[src/rtl/seq_detector_param_pkg.sv]
// Shared helpers for the serial pattern detector.
// Only constant functions live here; all sizing stays on the module parameters.
package seq_detector_param_pkg;

  // Width of the fill counter, which counts 0..n-1 and is never narrower than 1 bit.
  function automatic int fill_w(input int n);
    if (n <= 2) begin
      return 1;
    end
    return $clog2(n);
  endfunction

endpackage

[src/rtl/seq_detector_param_sat_counter.sv]
// Saturating match counter with a sticky "reached all-ones" flag.
// The clear input wins over a same-cycle increment, so that increment is dropped.
module sat_counter #(
  parameter int W = 8
) (
  input  logic         clk,
  input  logic         rst,
  input  logic         inc,
  input  logic         clr,
  output logic [W-1:0] cnt,
  output logic         sat
);

  localparam logic [W-1:0] CNT_MAX    = '1;
  localparam logic [W-1:0] CNT_MAX_M1 = CNT_MAX - 1'b1;

  logic [W-1:0] r_cnt;
  logic         r_sat;

  // Count increments, stop at all-ones, and latch sat on the step that reaches it.
  always_ff @(posedge clk or negedge rst) begin
    if (!rst) begin
      r_cnt <= '0;
      r_sat <= 1'b0;
    end else if (clr) begin
      r_cnt <= '0;
      r_sat <= 1'b0;
    end else if (inc && (r_cnt != CNT_MAX)) begin
      r_cnt <= r_cnt + 1'b1;
      if (r_cnt == CNT_MAX_M1) begin
        r_sat <= 1'b1;
      end
    end
  end

  assign cnt = r_cnt;
  assign sat = r_sat;

endmodule

[src/rtl/seq_detector_param.sv]
// Parameterised serial pattern detector (Mealy).
// State is the last PAT_W-1 bits seen plus how many of them are valid; the
// incoming bit completes the window, so y is combinational from state, en and i.
module seq_detector_param
  import seq_detector_param_pkg::*;
#(
  parameter int               PAT_W   = 4,
  parameter logic [PAT_W-1:0] PATTERN = 4'b0110,
  parameter bit               OVERLAP = 1'b1,
  parameter int               CNT_W   = 8
) (
  input  logic             clk,
  input  logic             rst,
  input  logic             en,
  input  logic             i,
  input  logic             clr,
  output logic             y,
  output logic             y_q,
  output logic [CNT_W-1:0] match_cnt,
  output logic             sat
);

  localparam int             FW       = fill_w(PAT_W);
  localparam logic [FW-1:0]  FILL_MAX = FW'(PAT_W - 1);

  logic [PAT_W-2:0] r_hist;
  logic [FW-1:0]    r_fill;
  logic             r_y_q;
  logic [PAT_W-1:0] w_window;
  logic             w_y;

  // Oldest held bit lands in the MSB, matching PATTERN's first-received-first order.
  assign w_window = {r_hist, i};

  // A match needs a full history window, a consumed bit, and the right contents.
  assign w_y = en && (r_fill == FILL_MAX) && (w_window == PATTERN);

  // Detector state: shift history on every consumed bit; after a match either keep
  // the window (overlapping) or start collecting a fresh one (non-overlapping).
  always_ff @(posedge clk or negedge rst) begin
    if (!rst) begin
      r_hist <= '0;
      r_fill <= '0;
      r_y_q  <= 1'b0;
    end else begin
      r_y_q <= w_y;
      if (en) begin
        r_hist <= w_window[PAT_W-2:0];
        if (w_y && !OVERLAP) begin
          r_fill <= '0;
        end else if (r_fill != FILL_MAX) begin
          r_fill <= r_fill + 1'b1;
        end
      end
    end
  end

  sat_counter #(
    .W (CNT_W)
  ) u_cnt (
    .clk (clk),
    .rst (rst),
    .inc (w_y),
    .clr (clr),
    .cnt (match_cnt),
    .sat (sat)
  );

  assign y   = w_y;
  assign y_q = r_y_q;

endmodule

[config.mk]
export PLATFORM = sky130hd
export DESIGN_NAME = seq_detector_param
export DESIGN_NICKNAME = d
export VERILOG_FILES = /design/src/rtl/seq_detector_param_pkg.sv /design/src/rtl/seq_detector_param_sat_counter.sv /design/src/rtl/seq_detector_param.sv
export SDC_FILE = /design/constraint.sdc
export NUM_CORES = 1
export LEC_CHECK = 0
export BUFFER_PORTS_ARGS = -buffer_cell sky130_fd_sc_hd__buf_4
export CORE_MARGIN = 1.5
export CORE_UTILIZATION = 46
export CTS_BUF_LIST = sky130_fd_sc_hd__clkbuf_16
export DETAILED_ROUTE_END_ITERATION = 6
export PLACE_DENSITY = 0.72
export SYNTH_ARGS = -nofsm -noshare
export SYNTH_HDL_FRONTEND = slang
export SYNTH_SLANG_ARGS = --single-unit
export TNS_END_PERCENT = 50
[constraint.sdc]
create_clock -name clk -period 1.9 [get_ports clk]
set_clock_uncertainty 0.05 [all_clocks]
set_input_delay 0.38 -clock clk [delete_from_list [all_inputs] [get_ports clk]]
set_output_delay 0.38 -clock clk [all_outputs]
set_load 0.01 [all_outputs]
==> results_dict.tcl, run 1 <==
set metrics [dict create \
    yosys_warnings 0 \
    status "finished, final reports clean" \
    syn_to_final_growth_pct 41.92 \
    cp_top_family "simple AND/OR/NAND/NOR gates" \
    worstSetupPathDepth 5 \
    die_area_um2 1866 \
    fp.dieW_um 43.20 \
    async_flop_share_pct 100.0 \
    ant_nets 0 \
    p_comb_share_pct 15.9 \
    synth-edff-count 0 \
    grt_max_degree 16 \
    p_sw_share_pct 23.21 \
    fin_nets 103 \
    core_area_um2 1506 \
    p_leak_nw 0.4670 \
    reg2reg_depth 5 \
    num-fill-cells 117 \
    synth_flop_cell "dfrtp_1" \
    p_int_mw 0.7164 \
    post-place-ws_ns -0.05830 \
    power_density_nw_per_um2 884.5 \
    hold_ws_ns 0.3304 \
    dp_hpwl_um 1054 \
    synth_top_area_share_pct 50.51 \
    max_stage_delay_ns 0.55 \
    grt_pass1_wl_um 2594 \
    drc 0 \
    grt_overflow 0 \
    ctsLongestPathBuffers 2 \
    path_buf_inv 0 \
    drtIter0Drc 8 \
    final_cell_area_um2 1055 \
    syn_avg_cell_area_um2 10.77 \
    num_antenna_cells 0 \
    vias 644 \
    yosysSeqAreaShare_pct 50.51 \
    p_seq_share_pct 40.4 \
    synth_top_cell_by_area "dfrtp_1" \
    fin_crit_ns 1.883 \
    cp_cell_sequence "ha_2 -> nand4b_4 -> or3_2 -> or3_1 -> a21oi_1" \
    clk_latency_ns 0.24 \
    portBuffers 15 \
    io_pins 16 \
    fin_crit_sh_pct 99.08 \
    netlist_area_um2 743.2 \
    criticalPathCategory "flop to flop" \
    power.switching_mw 0.2165 \
    rows 14 \
    clkTransAtPathRegs_ns 0.05 \
    setup_tns_ns 0 \
    hold_violations 0 \
    max-cap-violations 0 \
    hold_path_class "primary input to flop" \
    rsz0062_at_grt "yes" \
    hold_depth 2 \
    firstDrtPassIters 4 \
    ys_types 26 \
    setup_ws_ns 0.01740 \
    netlist_instances 69 \
    wl_per_cell_um 14.93 \
    start_util_pct 49.34 \
    drive_gt1_share_pct 43.62 \
    yosysMostFrequentCell "dfrtp_1" \
    vias_per_cell 5.855 \
    cts_made_buffers 3 \
    synth_area_leaders "dfrtp_1 (51%), mux2_2 (6.1%), ha_1 (5.1%), a21oi_1 (4.0%), or4_1 (4.0%)" \
    cts_tree "built" \
    worstPathMaxFanout 5 \
    crit_path_top_delay_cell "or3_2" \
    syn-num-nets 77 \
    yosys-top-cells-count "dfrtp_1 (15), a21oi_1 (6), nor2_1 (5), mux2_2 (4), or4_1 (4)" \
    fmax_mhz 531.2 \
    place_area_um2 910.9 \
    grt_pass1_vias 591 \
    slew_viol_final 0 \
    cp-start-kind "flop" \
    cts-root-buf "clkbuf_16" \
    clock-sinks 15 \
    antenna_found_initial 0 \
    ys_ff_latch 15 \
    ir_worst_vdd_uv 558.0 \
    clkPwrFrac_pct 43.7 \
    setup_violations 0 \
    end_kind "flop" \
    drt_wl_total_um 1642 \
    worstPathArrival_ns 2.00 \
    cts.htree.levels 1 \
    fp.dieH_um 43.20 \
    place_congestion 0.7195 \
    grt_use_total_pct 18.75 \
    tightest_slew_ns 0.3595 \
    relSlewSlack_pct 75.72 \
    cp.required_ns 2.02 \
]
## flip-flops by register name, indices dropped and copies added, names as in the netlist
name       count
r_fill         2
r_hist         3
u_cnt.cnt      8
u_cnt.sat      1
y_q            1
## routing by layer
| layer | global-route usage (%) | vias up | part of all wire (%) |
|---|---|---|---|
| met1 | 23.99 | 309 | 44 |
| met2 | 30.75 | 23 | 49 |
| li1 | - | 308 | - |
| met3 | 3.830 | 4 | 4.8 |
| met5 | 0 | - | 0 |
| met4 | 7.273 | 0 | 1.8 |
## path summary, 6_finish.rpt
check | start | endpoint | slack [ns]
worst max register to register | r_fill[1]$_DFFE_PN0P_ | u_cnt.sat$_DFFE_PN0P_ | 0.02
worst min-delay path | clr | u_cnt.cnt[7]$_DFFE_PN0P_ | 0.33
worst min register to register | r_hist[2]$_DFFE_PN0P_ | r_hist[2]$_DFFE_PN0P_ | 0.45
max in group asynchronous | rst | r_hist[0]$_DFFE_PN0P_ | 1.16
min in group asynchronous | rst | u_cnt.cnt[7]$_DFFE_PN0P_ | 0.47
worst max-delay path | r_fill[1]$_DFFE_PN0P_ | u_cnt.sat$_DFFE_PN0P_ | 0.02
## cells in the final DEF, fill, tap and decap left out, drive strengths merged
cell / count
nand4b: 1
and2: 2
ha: 3
a211oi: 1
o41ai: 2
clkbuf: 3
or3: 3
nand2b: 2
inv: 3
nand3: 3
nor2: 5
xor2: 1
xnor2: 1
a21oi: 6
clkinv: 1
and4: 1
buf: 21
a31o: 1
o31ai: 2
a311oi: 1
nand4: 1
nor2b: 1
dfrtp: 15
dlygate4sd3: 1
nand2: 2
mux2: 4
nor3: 3
or4: 4
## per-stage QoR
step                      total power, mW  instances  utilization [%]
after floorplan                    0.4523         69                -
after global placement             0.4855        103            60.47
after detailed placement           0.4973        103            60.47
after CTS                          0.9058        108            66.78
after global routing               0.9681        110            70.02
final                              0.9329        110            70.02
## final cells by class
type	instances	area (µm²)	share of cell area, %
clock buffer	3	75.07	7.117
tap	16	20.02	1.898
inverter	3	11.26	1.068
multi-input combinational	50	400.4	37.96
sequential	15	375.4	35.59
timing repair buffer	22	167.7	15.90
clock inverter	1	5.005	0.4745
## power by group through the flow
| stage | Combinational, mW | Clock (mW) | Sequential (mW) |
|---|---|---|---|
| floorplan | 0.0751 | 0 | 0.377 |
| detailed placement | 0.115 | 0 | 0.382 |
| global route | 0.160 | 0.428 | 0.380 |
| finish | 0.148 | 0.408 | 0.377 |
| CTS | 0.117 | 0.412 | 0.377 |
| global placement | 0.107 | 0 | 0.378 |
## cells by family (layout without fill, tap and decap cells)
| kind of cell | Yosys count | in the layout | synth area share [%] |
|---|---|---|---|
| AND/OR/NAND/NOR | 27 | 28 | 21.55 |
| flip-flops | 15 | 15 | 50.51 |
| AO/OA/AOI/OAI | 13 | 13 | 11.79 |
| buffers and inverters | 5 | 29 | 2.692 |
| multiplexers | 4 | 4 | 6.060 |
| adder cells (fa/ha/maj) | 3 | 3 | 5.051 |
| XOR/XNOR | 2 | 2 | 2.357 |
## repair_timing
action,CTS,global route
hold buffers,1,0
pin swaps,0,4
setup endpoints to repair,2,5
gates resized for setup,1,8
hold endpoints to repair,15,0
gates cloned,0,1
setup buffers,0,1
(Power assumes the default switching activity.)
==> inputs of run 2 (changes only) <==
--- a/config.mk
+++ b/config.mk
@@ -11,6 +11,7 @@
 export CTS_BUF_LIST = sky130_fd_sc_hd__clkbuf_16
 export DETAILED_ROUTE_END_ITERATION = 6
 export PLACE_DENSITY = 0.72
+export SETUP_SLACK_MARGIN = 0.2
 export SYNTH_ARGS = -nofsm -noshare
 export SYNTH_HDL_FRONTEND = slang
 export SYNTH_SLANG_ARGS = --single-unit
==> run 2 against run 1 <==
Compared with the run above: highest routed layer unchanged; largest cell class unchanged; final area rose by 3.8%; first-iteration DRC count up 88%; final cell count increased by 0.91%; utilization grew 2.7 points; sequential power increased by 2%.
==> results_dict.tcl, run 2 (same netlist as run 1, synthesis figures left out) <==
set metrics [dict create \
    layout_commonest_cell "buf_4" \
    drtIter0Drc 15 \
    fp.dieW_um 43.20 \
    wl_per_cell_um 16.18 \
    hold_path_class "primary input to flop" \
    final_cell_mix "buf_4 (22), dfrtp_1 (15), nor2_1 (5)" \
    cp.required_ns 2.02 \
    num_antenna_cells 0 \
    drt_wl_total_um 1796 \
    rows 14 \
    hold_ws_ns 0.3226 \
    p_sw_share_pct 22.92 \
    p_comb_share_pct 16.4 \
    vias_per_cell 5.910 \
    p_int_mw 0.7269 \
    place_area_um2 929.6 \
    antenna_found_initial 0 \
    start_util_pct 49.34 \
    grt_overflow 0 \
    grt_use_total_pct 21.78 \
    largest_reg_flops 8 \
    fp.dieH_um 43.20 \
    dp_hpwl_um 1059 \
    fin_crit_ns 1.821 \
    fmax_mhz 549.0 \
    p_leak_nw 0.4746 \
    slew_viol_final 0 \
    fin_crit_sh_pct 95.86 \
    clkPwrFrac_pct 42.9 \
    cp-start-kind "flop" \
    status "finished, final reports clean" \
    rsz0062_at_grt "yes" \
    cts-root-buf "clkbuf_16" \
    core_area_um2 1506 \
    cts.htree.levels 1 \
    grt_pass1_vias 655 \
    hold_violations 0 \
    clock-sinks 15 \
    die_area_um2 1866 \
    grt_pass1_wl_um 2932 \
    place_congestion 0.7074 \
    firstDrtPassIters 4 \
    vias 656 \
    cts_tree "built" \
    io_pins 16 \
    end_kind "flop" \
    ctsLongestPathBuffers 2 \
    ir_worst_vdd_uv 598.8 \
    max-cap-violations 0 \
    p_seq_share_pct 40.8 \
    worstPathArrival_ns 1.94 \
    criticalPathCategory "flop to flop" \
    grt_max_degree 16 \
    drc 0 \
    clk_latency_ns 0.24 \
    power_density_nw_per_um2 861.4 \
    portBuffers 15 \
    final_cell_area_um2 1095 \
    setup_tns_ns 0 \
    worstPathMaxFanout 6 \
    syn_to_final_growth_pct 47.31 \
    setup_violations 0 \
    tightest_slew_ns 0.2832 \
    power.switching_mw 0.2162 \
    clkTransAtPathRegs_ns 0.05 \
    ant_nets 0 \
    cts_made_buffers 3 \
    fin_nets 104 \
    drive_gt1_share_pct 46.32 \
    relSlewSlack_pct 80.87 \
]
run 2: path summary, 6_finish.rpt:
check / from / endpoint / slack, ns / cells after the start
hold reg to reg: r_hist[2]$_DFFE_PN0P_ / r_hist[2]$_DFFE_PN0P_ / 0.45 / 1
setup reg to reg: r_fill[0]$_DFFE_PN0P_ / u_cnt.cnt[7]$_DFFE_PN0P_ / 0.08 / 5
setup / recovery: r_fill[0]$_DFFE_PN0P_ / u_cnt.cnt[7]$_DFFE_PN0P_ / 0.08 / 5
min in group asynchronous: rst / u_cnt.sat$_DFFE_PN0P_ / 0.48 / 2
hold / removal: clr / u_cnt.cnt[5]$_DFFE_PN0P_ / 0.32 / 2
max in group asynchronous: rst / u_cnt.cnt[1]$_DFFE_PN0P_ / 1.14 / 2
run 2: final cells by class:
class | instances | area [µm²]
inverter | 3 | 11.26
fill | 104 | 411.6
tap | 16 | 20.02
clock buffer | 3 | 75.07
clock inverter | 1 | 5.005
timing repair buffer | 24 | 186.4
multi-input combinational | 49 | 421.7
sequential | 15 | 375.4
run 2: stage by stage:
stage	worst slack (ns)	utilization [%]	total power, mW	instances
detailed placement	-0.002114	61.71	0.5242	104
finish	0.07866	72.67	0.9431	111
global placement	0.01822	61.71	0.5139	104
global route	0.03519	72.67	0.9883	111
floorplan	0.02732	-	0.4631	69
CTS	0.06751	70.76	0.9534	111
run 2: critical path, stage by stage, from the launching register on:
cell,delay (ns)
dfrtp_1,0.39
ha_4,0.17
nand4b_4,0.10
or3_4,0.41
or4_4,0.51
a21oi_2,0.13
run 2: timing repair:
item / 4_1_cts / 5_1_grt
hold buffers: 1 / 0
hold endpoints to repair: 15 / 0
pin swaps: 7 / 1
cloned: 0 / 0
buffers inserted: 2 / 0
gates resized for setup: 7 / 6
endpoints found under the setup margin: 7 / 9
run 2: power groups by stage:
stage	Sequential [mW]	Combinational [mW]	Clock (mW)
2_1_floorplan	0.379	0.0844	0
3_3_place_gp	0.378	0.136	0
3_5_place_dp	0.381	0.144	0
4_1_cts	0.385	0.158	0.411
5_1_grt	0.387	0.172	0.430
6_report	0.384	0.155	0.404
run 2: metal layers:
layer | vias to the layer above | part of all wire, % | global-route usage [%]
met1 | 323 | 43 | 25.47
met2 | 18 | 52 | 36.42
met3 | 4 | 3.7 | 4.681
li1 | 311 | - | -
met4 | 0 | 1.6 | 12.12
met5 | - | 0 | 0
==> inputs of run 3 (changes only) <==
--- a/config.mk
+++ b/config.mk
@@ -5,9 +5,10 @@
 export SDC_FILE = /design/constraint.sdc
 export NUM_CORES = 1
 export LEC_CHECK = 0
+export ABC_AREA = 1
 export BUFFER_PORTS_ARGS = -buffer_cell sky130_fd_sc_hd__buf_4
 export CORE_MARGIN = 1.5
-export CORE_UTILIZATION = 46
+export CORE_UTILIZATION = 47
 export CTS_BUF_LIST = sky130_fd_sc_hd__clkbuf_16
 export DETAILED_ROUTE_END_ITERATION = 6
 export PLACE_DENSITY = 0.72
==> run 3 against run 2 <==
Compared with the run above: global-route usage shrank 0.97 points; sequential share of layout area grew 1.3 points; clock power is essentially flat.
==> results_dict.tcl, run 3 <==
set metrics [dict create \
    status "finished, final reports clean" \
    layout_commonest_cell "nand2_1" \
    synth_top_cell_by_area "dfrtp_1" \
    drc 0 \
    cp-start-kind "flop" \
    vias 715 \
    portBuffers 15 \
    path_buf_inv 2 \
    cts.htree.levels 1 \
    core_area_um2 1577 \
    drtIter0Drc 22 \
    cts-root-buf "clkbuf_16" \
    netlist_area_um2 819.5 \
    tightest_slew_ns 0.2418 \
    ys_ff_latch 15 \
    num_antenna_cells 0 \
    synth_flop_cell "dfrtp_1" \
    wl_met2_um 807 \
    setup_violations 0 \
    drive_gt1_share_pct 23.20 \
    criticalPathCategory "flop to output port" \
    cp.required_ns 1.47 \
    rows 14 \
    relSlewSlack_pct 83.88 \
    fmax_mhz 617.7 \
    fin_crit_sh_pct 85.20 \
    fp.dieH_um 44.76 \
    yosysSeqAreaShare_pct 45.80 \
    fp.dieW_um 44.76 \
    vias_per_cell 5.071 \
    synth-edff-count 0 \
    hold_violations 0 \
    crit_path_top_delay_cell "dfrtp_1" \
    grt_pass1_wl_um 2953 \
    syn-num-nets 112 \
    synth_top_area_share_pct 45.80 \
    firstDrtPassIters 4 \
    clock-sinks 15 \
    syn_to_final_growth_pct 28.55 \
    ys_types 21 \
    fin_nets 134 \
    worstPathArrival_ns 1.19 \
    p_leak_nw 0.5603 \
    ant_nets 0 \
    async_flop_share_pct 100.0 \
    worstPathMaxFanout 3 \
    grt_max_degree 16 \
    io_pins 16 \
    place_congestion 0.8160 \
    largest_reg_flops 8 \
    yosys-top-cells-count "nand2_1 (34), dfrtp_1 (15), nor2_1 (12), inv_1 (10), nand3_1 (8)" \
    max-cap-violations 0 \
    start_util_pct 51.98 \
    highest_layer "met4" \
    die_area_um2 2003 \
    cp_top_family "flip-flops" \
    cts_made_buffers 3 \
    setup_ws_ns 0.2811 \
    clk_latency_ns 0.24 \
    clkTransAtPathRegs_ns 0.05 \
    syn_avg_cell_area_um2 7.880 \
    end_kind "output port" \
    drt_wl_total_um 1736 \
    yosysMostFrequentCell "nand2_1" \
    wl_per_cell_um 12.31 \
    max_stage_delay_ns 0.38 \
    antenna_found_initial 0 \
    hold_path_class "primary input to flop" \
    grt_use_total_pct 20.81 \
    dp_hpwl_um 1212 \
    setup_tns_ns 0 \
    fin_crit_ns 1.619 \
    grt_pass1_vias 698 \
    yosys_warnings 0 \
    cts_tree "built" \
    netlist_instances 104 \
    ctsLongestPathBuffers 2 \
    ir_worst_vdd_uv 602.0 \
    slew_viol_final 0 \
    post-place-ws_ns 0.4221 \
    cp_cell_sequence "ha_2 -> nand2_1 -> nor2_2 -> nand2_2 -> inv_4 -> buf_4" \
    wl_met1_um 822 \
    num-fill-cells 126 \
    rsz0062_at_grt "no" \
    wl_met3_um 94 \
    synth_area_leaders "dfrtp_1 (46%), nand2_1 (16%), nor2_1 (5.5%), nand3_1 (4.9%), ha_1 (4.6%)" \
    grt_overflow 0 \
    power_density_nw_per_um2 853.4 \
    final_cell_mix "nand2_1 (34), buf_4 (16), dfrtp_1 (15)" \
]
==> run 3: cell count changes after synthesis, sizes merged, moves of 3 or more <==
cell	change
nand3	+6
a21oi	-5
nor2	+11
mux2	-3
inv	+9
or4	-4
o21ai	+3
nand2	+33
==> run 3: cells by family (layout without fill, tap and decap cells) <==
group / Yosys count / count (layout) / share of synthesized area (%)
multiplexers: 1 / 1 / 1.374
AND/OR/NAND/NOR: 64 / 64 / 35.57
XOR/XNOR: 4 / 4 / 4.276
buffers and inverters: 13 / 34 / 5.955
flip-flops: 15 / 15 / 45.80
AO/OA/AOI/OAI: 4 / 4 / 2.442
adder cells (fa/ha/maj): 3 / 3 / 4.581
==> run 3: path summary, 6_finish.rpt <==
kind | start | endpoint | slack [ns] | cells past startpoint
max reg2reg | u_cnt.cnt[1]$_DFFE_PN0P_ | u_cnt.cnt[2]$_DFFE_PN0P_ | 0.42 | 7
min reg2reg | r_fill[1]$_DFFE_PN0P_ | r_fill[1]$_DFFE_PN0P_ | 0.45 | 1
max in group asynchronous | rst | u_cnt.cnt[7]$_DFFE_PN0P_ | 1.13 | 2
max | r_fill[0]$_DFFE_PN0P_ | y | 0.28 | 6
min | clr | u_cnt.sat$_DFFE_PN0P_ | 0.31 | 2
min in group asynchronous | rst | u_cnt.cnt[2]$_DFFE_PN0P_ | 0.49 | 2
==> run 3: layer usage <==
metal,up-vias,global-route usage [%]
met5,-,0
met4,0,12.12
met3,2,3.600
met2,20,34.20
met1,328,25.51
li1,365,-
==> run 3: what timing repair did <==
item                                   in CTS  in global routing
gates resized for setup                     1                  2
setup endpoints to repair                   1                  1
endpoints found under the hold margin      15                  0
gates cloned                                0                  0
hold buffers                                1                  0
setup buffers                               1                  0
pin swaps                                   0                  1
==> run 3: cell type report <==
class                           instances  area, µm²  share of cell area (%)
Multi-Input combinational cell         76      397.9                   37.77
Sequential cell                        15      375.4                   35.63
Timing Repair Buffer                   17      130.1                   12.35
Clock buffer                            3      75.07                   7.126
Inverter                               13      51.30                   4.869
Tap cell                               16      20.02                   1.900
Clock inverter                          1      3.754                  0.3563
==> run 3: metrics by stage <==
stage | cell area, µm² | utilization [%] | total power [mW] | hold WS, ns | cells
6_report | 1054 | 66.83 | 0.8991 | 0.3051 | 141
5_1_grt | 1054 | 66.83 | 0.9500 | 0.3138 | 141
4_1_cts | 1050 | 66.59 | 0.9033 | 0.3009 | 141
3_5_place_dp | 952.2 | 60.40 | 0.4773 | 0.1983 | 135
3_3_place_gp | 952.2 | 60.40 | 0.4739 | 0.1948 | 135
2_1_floorplan | 819.5 | - | 0.4413 | 0.03441 | 104
==> run 3: power breakdown <==
part / leakage [nW] / switching, mW / internal (mW) / total (mW)
Sequential: 0.200 / 0.0190 / 0.352 / 0.371
Clock: 0.0423 / 0.127 / 0.279 / 0.406
Combinational: 0.318 / 0.0579 / 0.0644 / 0.122
